## src/rtl/collect3.sv

```systemverilog
`default_nettype none
// ============================================================================
// collect3 : gathers one result pixel per engine, then drains the batch
//            as a raster-ordered valid/ready stream with SOF/EOL flags.
// Revision : 1.0
// ============================================================================
module collect3 #(
   parameter int COLOUR_WIDTH  = 24,
   parameter int SCREEN_WIDTH  = 640,
   parameter int SCREEN_HEIGHT = 480,
   parameter int NUM_ENGINES   = 3
) (
   input  logic                                clk,
   input  logic                                reset,
   input  logic [NUM_ENGINES-1:0]              eng_valid,
   input  logic [NUM_ENGINES*COLOUR_WIDTH-1:0] eng_data,
   output logic [NUM_ENGINES-1:0]              eng_ready,
   output logic [COLOUR_WIDTH-1:0]             out_data,
   output logic                                out_valid,
   input  logic                                out_ready,
   output logic                                out_sof,
   output logic                                out_eol,
   output logic                                fin_flag
);
   localparam int c_XW = $clog2(SCREEN_WIDTH);
   localparam int c_YW = $clog2(SCREEN_HEIGHT);
   localparam int c_IW = (NUM_ENGINES > 1) ? $clog2(NUM_ENGINES) : 1;
   localparam logic [c_XW-1:0] c_X_LAST   = c_XW'(SCREEN_WIDTH - 1);
   localparam logic [c_YW-1:0] c_Y_LAST   = c_YW'(SCREEN_HEIGHT - 1);
   localparam logic [c_IW-1:0] c_IDX_LAST = c_IW'(NUM_ENGINES - 1);

   typedef enum logic [1:0] {
      S_COLLECT = 2'd0,
      S_DRAIN   = 2'd1,
      S_DONE    = 2'd2
   } state_t;

   state_t                  r_state;
   logic [NUM_ENGINES-1:0]  r_full;
   logic [COLOUR_WIDTH-1:0] r_slot [NUM_ENGINES];
   logic [c_IW-1:0]         r_idx;
   logic [c_XW-1:0]         r_x_cnt;
   logic [c_YW-1:0]         r_y_cnt;

   logic [NUM_ENGINES-1:0]  w_take;
   logic [NUM_ENGINES-1:0]  w_full_nxt;
   logic [COLOUR_WIDTH-1:0] w_slot_nxt [NUM_ENGINES];
   logic                    w_xfer;
   logic [c_XW-1:0]         w_x_nxt;
   logic [c_YW-1:0]         w_y_nxt;
   logic [c_IW-1:0]         w_idx_nxt;

   assign eng_ready  = (r_state == S_COLLECT) ? ~r_full : '0;
   assign w_take     = eng_valid & eng_ready;
   assign w_full_nxt = r_full | w_take;

   // Same-cycle fills are visible here so slot 0 can go straight to the output.
   generate
      for (genvar gi = 0; gi < NUM_ENGINES; gi++) begin : g_slot
         assign w_slot_nxt[gi] = w_take[gi] ? eng_data[gi*COLOUR_WIDTH +: COLOUR_WIDTH]
                                            : r_slot[gi];
      end
   endgenerate

   assign w_xfer    = (r_state == S_DRAIN) && out_valid && out_ready;
   assign w_x_nxt   = (r_x_cnt == c_X_LAST) ? '0 : r_x_cnt + c_XW'(1);
   assign w_y_nxt   = (r_x_cnt != c_X_LAST) ? r_y_cnt :
                      (r_y_cnt == c_Y_LAST) ? '0 : r_y_cnt + c_YW'(1);
   assign w_idx_nxt = r_idx + c_IW'(1);

   always_ff @(posedge clk) begin
      if (!reset) begin
         r_state   <= S_COLLECT;
         r_full    <= '0;
         for (int i = 0; i < NUM_ENGINES; i++) r_slot[i] <= '0;
         r_idx     <= '0;
         r_x_cnt   <= '0;
         r_y_cnt   <= '0;
         out_data  <= '0;
         out_valid <= 1'b0;
         out_sof   <= 1'b0;
         out_eol   <= 1'b0;
         fin_flag  <= 1'b0;
      end else begin
         fin_flag <= 1'b0;
         case (r_state)
            S_COLLECT: begin
               r_full <= w_full_nxt;
               for (int i = 0; i < NUM_ENGINES; i++) r_slot[i] <= w_slot_nxt[i];
               if (&w_full_nxt) begin
                  r_state   <= S_DRAIN;
                  r_idx     <= '0;
                  out_valid <= 1'b1;
                  out_data  <= w_slot_nxt[0];
                  out_sof   <= (r_x_cnt == '0) && (r_y_cnt == '0);
                  out_eol   <= (r_x_cnt == c_X_LAST);
               end
            end
            S_DRAIN: begin
               if (w_xfer) begin
                  r_full[r_idx] <= 1'b0;
                  r_x_cnt       <= w_x_nxt;
                  r_y_cnt       <= w_y_nxt;
                  if (r_idx == c_IDX_LAST) begin
                     r_state   <= S_DONE;
                     out_valid <= 1'b0;
                     out_sof   <= 1'b0;
                     out_eol   <= 1'b0;
                     fin_flag  <= 1'b1;
                  end else begin
                     // Flags come from the raster counters, so a batch may straddle lines.
                     r_idx    <= w_idx_nxt;
                     out_data <= r_slot[w_idx_nxt];
                     out_sof  <= (w_x_nxt == '0) && (w_y_nxt == '0);
                     out_eol  <= (w_x_nxt == c_X_LAST);
                  end
               end
            end
            S_DONE: begin
               r_full  <= '0;
               r_state <= S_COLLECT;
            end
            default: r_state <= S_COLLECT;
         endcase
      end
   end

endmodule
`default_nettype wire

```

## config.mk

```make
export PLATFORM = sky130hd
export DESIGN_NAME = collect3
export DESIGN_NICKNAME = d
export VERILOG_FILES = /design/src/rtl/collect3.sv
export SDC_FILE = /design/constraint.sdc
export NUM_CORES = 1
export LEC_CHECK = 0
export CORE_MARGIN = 5
export CORE_UTILIZATION = 54
export DETAILED_ROUTE_END_ITERATION = 12
export GPL_TIMING_DRIVEN = 0
export PLACE_DENSITY = 0.84
export SLEW_MARGIN = 20
export SYNTH_ARGS = -nofsm -noshare
export SYNTH_HDL_FRONTEND = slang
export SYNTH_SLANG_ARGS = --single-unit
```

## constraint.sdc

```tcl
create_clock -name clk -period 4.4 [get_ports clk]
set_input_delay 0.44 -clock clk [delete_from_list [all_inputs] [get_ports clk]]
set_output_delay 0.44 -clock clk [all_outputs]
set_load 0.05 [all_outputs]
```

==> run metrics <==
Setup Buffers After CTS=0; Storage cell area=0.003243 mm²; Worst-path clk slew=60 ps; clock power share=0.287; Hold Slack=approximately 470 ps; Routed WL=between 15000 and 20000 µm; Setup TNS Final=0 ps; drt pass-1 iters=6; Post-synth ARST share=0; CTS buffer count=17; Die W=120.6 µm; leakage power=3.325 nW; 1st-iter DRT viols=665; Final Max Slew Viols=0; layout cells sized above 1=0.06302; global-route wire length before repair=31030 µm; RSZ-0062 raised after global routing=false; Int Power=3.223 mW; Clock Sinks=126; number of H-tree levels=4; I/O Pins=about 110; Hold Fails Final Rpt=0; Synth top area share=0.3271; fin util=0.7113; GRT Util Overall=0.2706; CTS Hold Buffers Added=0; std cell rows=40; register area share after synthesis=0.4907; vias in the first global route=6042; wire length per cell=19.36 µm; area grow syn2layout=29.27%; grt total ovfl=0; area of the multi-input gates=around 0.0031 mm²; Mapped Cells=699; Crit Path Class=flip-flop to flip-flop; switching share of total power=0.3788; clock buffer depth=2; via count=5937; Max-Cap Viols=0; largest cells by area after synthesis=edfxtp_1, dfxtp_1, mux2i_1, nand2_1, and3_1; Core Area=~0.012 mm²; distinct cell type count after synthesis=53; die area=0.01455 mm²; syn nets=790; status=finished, final reports clean; Worst-Skew Late Latency=420 ps; Post-synth top flop=edfxtp_1; Inst Count DP=approximately 960; Via density=~6; drt drc=0; clock skew=just over 8 ps; minimum clock period=around 3600 ps; Ys Warns=0; fmax=279.1 MHz; Worst Setup Start Kind=flip-flop; CP endpoint kind=flip-flop; Crit path required time=~4700 ps; Seq pwr share=0.360; Comb power frac=0.354; CP arrival=around 4000 ps; # port buffers=108; commonest cells in the netlist=nand2_1, edfxtp_1, o21ai_0; net switching power=1.965 mW; slew margin rel.=0.3585; fill cell count=886; Hold/Removal Path Class=flip-flop to flip-flop; most common cell in the netlist=nand2_1; CTS tree=built; worst vdd ir=approximately 0.00042 V; pwr/cell area=about 610 mW/mm²; Initial Util=0.5502; largest net degree at the start of global routing=25; Synth Area per Inst=9.455 µm²; CTS root buf=clkbuf_16; RePlAce Congestion=approximately 0.89; total chip power=5.188 mW; post-CTS resize count=0; period utilisation layout=0.8144; cell area after synthesis=roughly 0.0066 mm²; Post-synth EDFFs=72; transition time of the tightest slew-check pin=954.4 ps; crit-path max FO=10; post-route ant nets=0; cell type with the largest total area after synthesis=edfxtp_1; chip height=~120 µm; initial antenna violation count=0; final setup fails=0; final net count=919; Yosys reg bits=approximately 130; HPWL after DPL=13600 µm; Finished Layout Cells=a little under 1000; Ant. Diodes=0
-- path summary, 6_finish.rpt --
path | start | endpoint | slack (ps) | cells after the start
setup / recovery | r_idx[0]$_SDFFE_PN0P_ | out_data[2]$_SDFFE_PN0P_ | 820 | 10
hold / removal | out_data[21]$_SDFFE_PN0P_ | out_data[21]$_SDFFE_PN0P_ | 470 | 2
setup reg to reg | r_idx[0]$_SDFFE_PN0P_ | out_data[2]$_SDFFE_PN0P_ | 820 | 10
hold reg to reg | out_data[21]$_SDFFE_PN0P_ | out_data[21]$_SDFFE_PN0P_ | 470 | 2
-- power groups by stage --
stage	Sequential [mW]	Clock [mW]	Combinational, mW
6_report	1.87	1.49	1.84
3_3_place_gp	1.85	0	1.71
4_1_cts	1.86	1.49	1.82
5_1_grt	1.89	1.55	1.98
2_1_floorplan	2.05	0	0.944
3_5_place_dp	1.86	0	1.79
-- cell type report --
type,count,area share
Clock inverter,14,0.02270
Multi-Input combinational cell,505,0.3629
Tap cell,147,0.02153
Sequential cell,126,0.3796
Timing Repair Buffer,110,0.1301
Clock buffer,18,0.05023
Inverter,11,0.004833
Buffer,57,0.02812
-- state kept, by name (all words and copies together) (netlist names), 2 cells and up --
register	cells
r_slot	72
out_data	24
r_x_cnt	10
r_y_cnt	9
r_full	3
r_idx	2
r_state	2
-- logic make-up (layout without fill, tap and decap cells) --
group                      after synthesis  in the layout  share of synthesized area
AOI/OAI and AO/OA                      133            133                     0.1291
xor gates and xnor gates                13             13                    0.01723
adders and majority gates               13             13                    0.02461
buffers and inverters                   68            210                    0.04260
DFF                                    126            126                     0.4907
muxes                                   51             51                    0.07724
and+or+nand+nor                        295            295                     0.2185
-- worst max-delay path, stage by stage (launching register included) --
cell	delay, ps
dfxtp_1	330
clkbuf_1	500
buf_1	630
inv_1	180
ha_1	400
clkbuf_1	350
clkbuf_1	440
o21ai_0	220
nand2_1	110
o211ai_1	130
o211a_1	180
-- metal layers --
| metal | GRT usage | wire [µm] | vias to the layer above |
|---|---|---|---|
| li1 | - | - | 2743 |
| met4 | 0.1048 | 591 | 0 |
| met3 | 0.06735 | 1499 | 59 |
| met1 | 0.3205 | 7328 | 2805 |
| met2 | 0.4722 | 9710 | 330 |
| met5 | 0 | 0 | - |
-- layout by cell type (no fill, tap or decap), types with 18 or more instances in the layout --
cell,Yosys,layout
nor2_1,44,44
mux2i_1,51,51
dfxtp_1,54,54
edfxtp_1,72,72
o21ai_0,61,59
and3_1,54,54
clkbuf_1,44,45
clkdlybuf4s50_1,0,108
nand2_1,120,120
nand3_1,18,18
a21boi_0,25,25
-- through the flow --
stage	area, µm²	setup WS, ps
global route	8543	662.0
detailed placement	7918	954.8
global placement	7874	475.7
finish	8543	816.6
floorplan	6609	1280
CTS	8541	876.6
Note: power is estimated with default switching activity, not from simulation.
